**src/rtl/axi_lite_write_master.sv**
```systemverilog
// AXI4-Lite write master: turns a single-word sequencer write request into one
// AW/W/B transaction at a time, with a response timeout and diagnostic counters.
module axi_lite_write_master #(
  parameter int C_M_AXI_ADDR_WIDTH = 32,
  parameter int C_M_AXI_DATA_WIDTH = 32,
  parameter int TIMEOUT_CYCLES     = 1024
) (
  input  logic                              M_AXI_ACLK,
  input  logic                              M_AXI_ARESET,

  input  logic [C_M_AXI_DATA_WIDTH-1:0]     wr_data,
  input  logic [C_M_AXI_ADDR_WIDTH-1:0]     wr_addr,
  input  logic [C_M_AXI_DATA_WIDTH/8-1:0]   wr_strb,
  input  logic                              wr_req,
  output logic                              wr_busy,
  output logic                              wr_failed,
  output logic [15:0]                       dropped_count,
  output logic [31:0]                       done_count,

  output logic [C_M_AXI_ADDR_WIDTH-1:0]     M_AXI_AWADDR,
  output logic [2:0]                        M_AXI_AWPROT,
  output logic                              M_AXI_AWVALID,
  input  logic                              M_AXI_AWREADY,
  output logic [C_M_AXI_DATA_WIDTH-1:0]     M_AXI_WDATA,
  output logic [C_M_AXI_DATA_WIDTH/8-1:0]   M_AXI_WSTRB,
  output logic                              M_AXI_WVALID,
  input  logic                              M_AXI_WREADY,
  input  logic [1:0]                        M_AXI_BRESP,
  input  logic                              M_AXI_BVALID,
  output logic                              M_AXI_BREADY
);

  localparam int CNT_W = $clog2(TIMEOUT_CYCLES + 1);
  localparam logic [CNT_W-1:0] TO_LAST = CNT_W'(TIMEOUT_CYCLES - 1);

  typedef enum logic [1:0] {
    IDLE  = 2'd0,
    ISSUE = 2'd1,
    RESP  = 2'd2
  } state_t;

  state_t            state;
  state_t            state_nxt;

  logic              aw_pend;
  logic              w_pend;
  logic              b_hs;
  logic              to_hit;
  logic              drop;

  logic              awvalid_nxt;
  logic              wvalid_nxt;
  logic              bready_nxt;
  logic              busy_nxt;
  logic              failed_nxt;
  logic              load;
  logic              done_inc;
  logic              cnt_clr;

  logic [CNT_W-1:0]  to_cnt;
  logic              to_flag;

  function automatic logic [15:0] sat_inc16(input logic [15:0] v);
    return (v == 16'hFFFF) ? v : v + 16'd1;
  endfunction

  assign M_AXI_AWPROT = 3'b000;

  // A channel is still pending if its VALID will survive this edge.
  assign aw_pend = M_AXI_AWVALID & ~M_AXI_AWREADY;
  assign w_pend  = M_AXI_WVALID  & ~M_AXI_WREADY;
  assign b_hs    = M_AXI_BVALID  &  M_AXI_BREADY;
  assign drop    = wr_req && (state != IDLE);
  assign to_hit  = (state != IDLE) && !to_flag && (to_cnt == TO_LAST);

  always_ff @(posedge M_AXI_ACLK) begin
    if (M_AXI_ARESET) begin
      state <= IDLE;
    end else begin
      state <= state_nxt;
    end
  end

  always_comb begin
    state_nxt = state;
    case (state)
      IDLE:    if (wr_req) state_nxt = ISSUE;
      ISSUE:   if (!aw_pend && !w_pend) state_nxt = RESP;
      RESP:    if (b_hs) state_nxt = IDLE;
      default: state_nxt = IDLE;
    endcase
  end

  always_comb begin
    awvalid_nxt = aw_pend;
    wvalid_nxt  = w_pend;
    bready_nxt  = M_AXI_BREADY;
    busy_nxt    = wr_busy;
    failed_nxt  = wr_failed | to_hit;
    load        = 1'b0;
    done_inc    = 1'b0;
    cnt_clr     = 1'b0;
    case (state)
      IDLE: begin
        if (wr_req) begin
          load        = 1'b1;
          awvalid_nxt = 1'b1;
          wvalid_nxt  = 1'b1;
          busy_nxt    = 1'b1;
          failed_nxt  = 1'b0;
          cnt_clr     = 1'b1;
        end
      end
      ISSUE: begin
        if (!aw_pend && !w_pend) bready_nxt = 1'b1;
      end
      RESP: begin
        if (b_hs) begin
          bready_nxt = 1'b0;
          busy_nxt   = 1'b0;
          failed_nxt = (M_AXI_BRESP != 2'b00) | to_flag | to_hit;
          done_inc   = 1'b1;
        end
      end
      default: begin
        awvalid_nxt = 1'b0;
        wvalid_nxt  = 1'b0;
        bready_nxt  = 1'b0;
        busy_nxt    = 1'b0;
      end
    endcase
  end

  always_ff @(posedge M_AXI_ACLK) begin
    if (M_AXI_ARESET) begin
      M_AXI_AWVALID <= 1'b0;
      M_AXI_WVALID  <= 1'b0;
      M_AXI_BREADY  <= 1'b0;
      wr_busy       <= 1'b0;
      wr_failed     <= 1'b0;
      dropped_count <= 16'd0;
      done_count    <= 32'd0;
      to_cnt        <= '0;
      to_flag       <= 1'b0;
    end else begin
      M_AXI_AWVALID <= awvalid_nxt;
      M_AXI_WVALID  <= wvalid_nxt;
      M_AXI_BREADY  <= bready_nxt;
      wr_busy       <= busy_nxt;
      wr_failed     <= failed_nxt;
      if (drop)     dropped_count <= sat_inc16(dropped_count);
      if (done_inc) done_count    <= done_count + 32'd1;
      // Timeout only flags the failure; the transaction still runs to its B handshake.
      if (cnt_clr) begin
        to_cnt  <= '0;
        to_flag <= 1'b0;
      end else if ((state != IDLE) && !to_flag) begin
        if (to_hit) to_flag <= 1'b1;
        else        to_cnt  <= to_cnt + CNT_W'(1);
      end
    end
  end

  // Payload is captured only on acceptance, so it is stable while VALID is high.
  always_ff @(posedge M_AXI_ACLK) begin
    if (M_AXI_ARESET) begin
      M_AXI_AWADDR <= '0;
      M_AXI_WDATA  <= '0;
      M_AXI_WSTRB  <= '0;
    end else if (load) begin
      M_AXI_AWADDR <= wr_addr;
      M_AXI_WDATA  <= wr_data;
      M_AXI_WSTRB  <= wr_strb;
    end
  end

endmodule

```
**config.mk**
```make
export PLATFORM = sky130hd
export DESIGN_NAME = axi_lite_write_master
export DESIGN_NICKNAME = d
export VERILOG_FILES = /design/src/rtl/axi_lite_write_master.sv
export SDC_FILE = /design/constraint.sdc
export NUM_CORES = 1
export LEC_CHECK = 0
export ABC_AREA = 1
export CAP_MARGIN = 20
export CORE_ASPECT_RATIO = 1.5
export CORE_UTILIZATION = 40
export DETAILED_ROUTE_END_ITERATION = 12
export GPL_TIMING_DRIVEN = 0
export PLACE_DENSITY = 0.72
export RECOVER_POWER = 100
export SETUP_SLACK_MARGIN = 0.1
export SYNTH_ARGS = -nofsm -noshare
export SYNTH_HDL_FRONTEND = slang
export SYNTH_SLANG_ARGS = --single-unit
```
**constraint.sdc**
```tcl
create_clock -name M_AXI_ACLK -period 4.8 [get_ports M_AXI_ACLK]
set_input_delay 0.96 -clock M_AXI_ACLK [delete_from_list [all_inputs] [get_ports M_AXI_ACLK]]
set_output_delay 0.96 -clock M_AXI_ACLK [all_outputs]
set_load 0.02 [all_outputs]
```
After elaboration in Yosys (flattened, before gate mapping)
Index checks and enable logic that the tools add are counted.
{ "totals": {"inputBits": 76, "ff_bits": 135, "elab_cells": 73, "output_inout_bits": 124} }
{ "op_classes": {"muxes": 20, "reduce_logical": 18, "eq_ne": 7, "bitwise": 12, "add_sub_neg": 3} }
{ "ops": {"columns": ["op", "count"], "rows": [
  ["adder 32 x 1 -> 32 bit, second input constant", 1],
  ["adder 16 x 1 -> 16 bit, second input constant", 1],
  ["== test 16 bit, second input constant", 1],
  ["adder 11 x 1 -> 11 bit, second input constant", 1],
  ["== test 11 x 10 -> 1 bit, second input constant", 1],
  ["two-way mux 1 bit", 11],
  ["AND reduction 3 bit", 3],
  ["two-way mux 2 bit", 3],
  ["inequality test 2 bit, second input constant", 3],
  ["NOT 1 bit", 6],
  ["one-hot mux 1 bit (2 select lines)", 3],
  ["one-hot mux 1 bit (3 select lines)", 2],
  ["one-hot mux 2 bit (3 select lines)", 1],
  ["AND reduction 2 bit", 3],
  ["logical AND 1 bit", 4],
  ["nonzero test 2 bit", 2],
  ["OR reduction 2 bit", 2],
  ["AND 1 bit", 3],
  ["logical NOT 1 bit", 3],
  ["OR 1 bit", 3],
  ["== test 2 x 1 -> 1 bit, second input constant", 1],
  ["== test 2 bit, second input constant", 1],
  ["logical NOT 2 bit", 1]
]} }

Depth between registers and ports, before layout
{ "logic_depth": {"ltp_word": 6, "depth_mapped": 10, "ltp_nobuf": 10} }

Worst setup path after synthesis
OpenSTA, ideal clock, no wires.
{ "synth_path": {"path_type": "input to register", "from": "in M_AXI_BVALID", "to": "reg done_count[30]", "t_arrival_ns": 1.861, "n_path_buf": 0, "setup_ns": 0.117, "path_stages": 7, "required_time_ns": 4.683, "slack_ns": 2.822, "path_cell_list": "nand3_2 nor2_4 nand2_1 nor2_2 nand3_2 nor3_1 nor2_1"} }
{ "synth_between": {"elab_chain_cells": 3} }
{ "synth_lines": {"columns": ["item", "line_no", "source"], "rows": [
  ["start: declaration", "29", "input logic M_AXI_BVALID,"],
  ["AND 1 bit", "72", "assign b_hs = M_AXI_BVALID & M_AXI_BREADY;"],
  ["two-way mux 1 bit", "118", "if (b_hs) begin"],
  ["two-way mux 1 bit", "103", "case (state)"],
  ["end signal: assignment", "152", "if (done_inc) done_count <= done_count + 32'd1;"],
  ["end: declaration", "18", "output logic [31:0] done_count,"]
]} }
No other way between the ends.
A chain may end at the register's enable or synchronous reset.

Final worst setup path
{ "layout_path": {"from": "in wr_req", "to": "reg M_AXI_AWADDR[18]"} }
{ "layout_between": {"elab_chain_cells": 2} }
{ "layout_lines": {"columns": ["item", "line_no", "source"], "rows": [
  ["start: declaration", "14", "input logic wr_req,"],
  ["two-way mux 1 bit", "105", "if (wr_req) begin"],
  ["two-way mux 1 bit", "103", null],
  ["end signal: assignment", "171", "M_AXI_AWADDR <= wr_addr;"],
  ["end: declaration", "20", "output logic [C_M_AXI_ADDR_WIDTH-1:0] M_AXI_AWADDR,"]
]} }
No other way between the ends.

==> flow_summary.json <==
{
  "period_share": 0.593,
  "ys_types": 34,
  "leakagePower_nw": 3.56,
  "syn_inst": 832,
  "core_um2": 14100,
  "drc": 0,
  "antenna_left": 0,
  "max_freq_mhz": 351,
  "insertion_delay_ns": 0.42,
  "power_w": 0.00401,
  "num_vias": 6008,
  "path_max_fanout": 10,
  "synthSimpleGateAreaFrac": 0.311,
  "hold_path_class": "reg -> reg",
  "fin_setup_tns_ns": 0,
  "finalWirelength_mm": 16.9,
  "slew_headroom": 0.617,
  "crit_family": "buffers and inverters",
  "post_cts_buffers": 0,
  "synth_top_family_by_area": "simple AND/OR/NAND/NOR gates",
  "grtUsageMet2": 0.426,
  "cts.path.max_buffers": 2,
  "die_w_um": 101,
  "crit_buf_inv": 4,
  "fin_nets": 1132,
  "hold_viol": 0,
  "grtUsageTotal": 0.234,
  "syn_avg_cell_area_um2": 7.04,
  "ios": 200,
  "cp_data_arrival_time_ns": 3.19,
  "cts_resized": 0,
  "tritoncts": "built",
  "final_max_slew_viol_count": 0,
  "viasPerCell": 4.79,
  "setup_viol": 0,
  "place_congestion": 0.910,
  "grt_pass1_wl_mm": 27.3,
  "worst_slew_pin_slew_ns": 0.575,
  "area_delta_synth_final_pct": 46.9,
  "grt_antenna_before_repair": 1,
  "worstSetupPathType": "in -> reg",
  "finClkSkew_ns": 0.0123,
  "yosysWarnings": 0,
  "wl_per_cell_um": 13.4,
  "crit_chain": "dlygate4sd3_1 > nand2_1 > inv_1 > clkbuf_1 > clkbuf_1 > nor2_1 > nor2_1",
  "cts-root-buf": "clkbuf_16",
  "peakVddDrop_mv": 0.263,
  "max_cap_violations": 0,
  "cts.sinks": 135,
  "numPortBuffers": 196,
  "clkTransAtPathRegs_ns": 0.06,
  "critPathLaunchType": "primary input",
  "netlist_area_um2": 5850,
  "drt_first_pass_iters": 5,
  "grt.met1_usage": 0.229,
  "busiest_layer": "met2",
  "drive_gt1_frac": 0.0424,
  "synth_top_cell_area_share": 0.462,
  "die_h_um": 150,
  "htree_levels": 4,
  "use_met3": 0.0989,
  "dp_hpwl_mm": 12.9,
  "synth-compound-area-share": 0.128,
  "grt_pass1_vias": 5762,
  "outcome": "finished, final reports clean",
  "worstPathRequired_ns": 5.15,
  "finalNonFillerCells": 1255,
  "rsz0062_at_grt": "no",
  "rows": 53,
  "endpoint_kind": "flop",
  "cts-hold-fix-buffers": 0,
  "grt_max_degree": 17,
  "dp.cells": 1222,
  "start_util": 0.414,
  "ys_ff_latch": 135,
  "numCtsBuffers": 17,
  "synthTopCellsByArea": "dfxtp_1, nor2_1, nand2_1, o21ai_0, a21oi_1",
  "power_density_nw_per_um2": 467,
  "yosys.area.top_type": "dfxtp_1",
  "synthXorXnorAreaFrac": 0.0194,
  "critPathMaxStageDelay_ns": 0.63,
  "synth-seq-area-share": 0.462,
  "grt_remaining_overflow": 0,
  "drt_iter0_drc": 202,
  "min_period_ns": 2.85,
  "synthAdderAreaFrac": 0.0150,
  "fillers": 1344,
  "slowest_stage": "dlygate4sd3_1",
  "synth_mux_area_frac": 0,
  "floorplan.die_area_um2": 15100
}
## where the power goes
part | switching (W) | internal, W | total, W
registers | 0.000112 | 0.00133 | 0.00144
clock network | 0.000536 | 0.000724 | 0.00126
logic | 0.000809 | 0.000505 | 0.00131
total | 0.00146 | 0.00256 | 0.00401
## cell usage in the layout, fill, tap and decap left out, types with 2 or more instances in the layout
cell type        count
nor2_1             221
nand2_1            143
dfxtp_1            135
dlygate4sd3_1      124
o21ai_0             90
clkdlybuf4s50_1     72
inv_1               60
a21oi_1             48
nand3_1             29
clkbuf_1            28
nor3_1              19
clkbuf_16           17
nand4_1             11
xor2_1               8
ha_1                 7
inv_6                7
xnor2_1              5
clkinvlp_4           5
nor3b_1              3
o21a_1               3
and3_1               3
buf_4                3
conb_1               3
nand3_2              2
a31oi_1              2
## metrics by stage
stage | hold slack, ns | cell area (um^2) | utilization | worst slack, ns
final | 0.444 | 8600 | 0.609 | 1.95
after CTS | 0.453 | 8630 | 0.611 | 2.26
after global routing | 0.479 | 8600 | 0.609 | 1.79
after floorplan | 0.433 | 5860 | - | 2.82
after global placement | 0.436 | 8060 | 0.571 | 2.01
after detailed placement | 0.444 | 8060 | 0.571 | 1.95
## Yosys cell counts, drive strengths merged
cell type / instances
a211oi: 1
a21oi: 48
a31oi: 2
and3: 3
buf: 12
clkbuf: 21
conb: 1
dfxtp: 135
ha: 7
inv: 61
nand2: 144
nand3: 31
nand4: 11
nor2: 222
nor3: 20
nor3b: 4
o21a: 3
o21ai: 91
or2: 2
xnor2: 5
xor2: 8
## worst reg2reg max path: stages, from the launching register on
cell and delay [ns]:
dfxtp_1 0.32, inv_1 0.10, ha_1 0.20, nand3_1 0.29
nor2_1 0.43, nand2_1 0.19, nor2_1 0.33, nand3_2 0.15
nand2_1 0.09, nand2_1 0.05, nor2_1 0.12
## kinds of logic after synthesis
logic type      after synthesis
compound gates              145
xor+xnor                     13
fa+ha+maj                     7
buf+inv                      94
flops                       135
other cells                   1
simple gates                437
## state kept, by name (all words and copies together), names as in the netlist, 2 cells and up
name,flops
M_AXI_AWADDR,32
M_AXI_WDATA,32
done_count,32
dropped_count,16
to_cnt,11
M_AXI_WSTRB,4
state,2
## metal layers
metal | share of wire | vias up
li1 | - | 3107
met1 | 0.36 | 2656
met2 | 0.52 | 220
met3 | 0.095 | 25
met4 | 0.020 | 0
met5 | 0 | -
## worst paths after layout
check,start,to,slack [ns],depth (start not counted)
setup reg to reg,state[0]$_SDFFE_PP0P_,done_count[26]$_SDFFE_PP0P_,2.47,10
hold reg to reg,wr_busy$_SDFFE_PP0P_,wr_busy$_SDFFE_PP0P_,0.44,2
setup / recovery,wr_req,M_AXI_AWADDR[18]$_SDFFE_PP0P_,1.95,7
hold / removal,wr_busy$_SDFFE_PP0P_,wr_busy$_SDFFE_PP0P_,0.44,2
## final cells by class
type	instances	area, um^2	area share
clock buffer	18	429	0.0499
multi-input combinational	605	2750	0.320
timing repair buffer	196	1960	0.228
antenna	1	2.50	0.000291
tap	192	240	0.0279
inverter	61	229	0.0266
clock inverter	14	138	0.0160
sequential	135	2700	0.314
buffer	33	144	0.0167
Power figures use the tool's default switching activity.
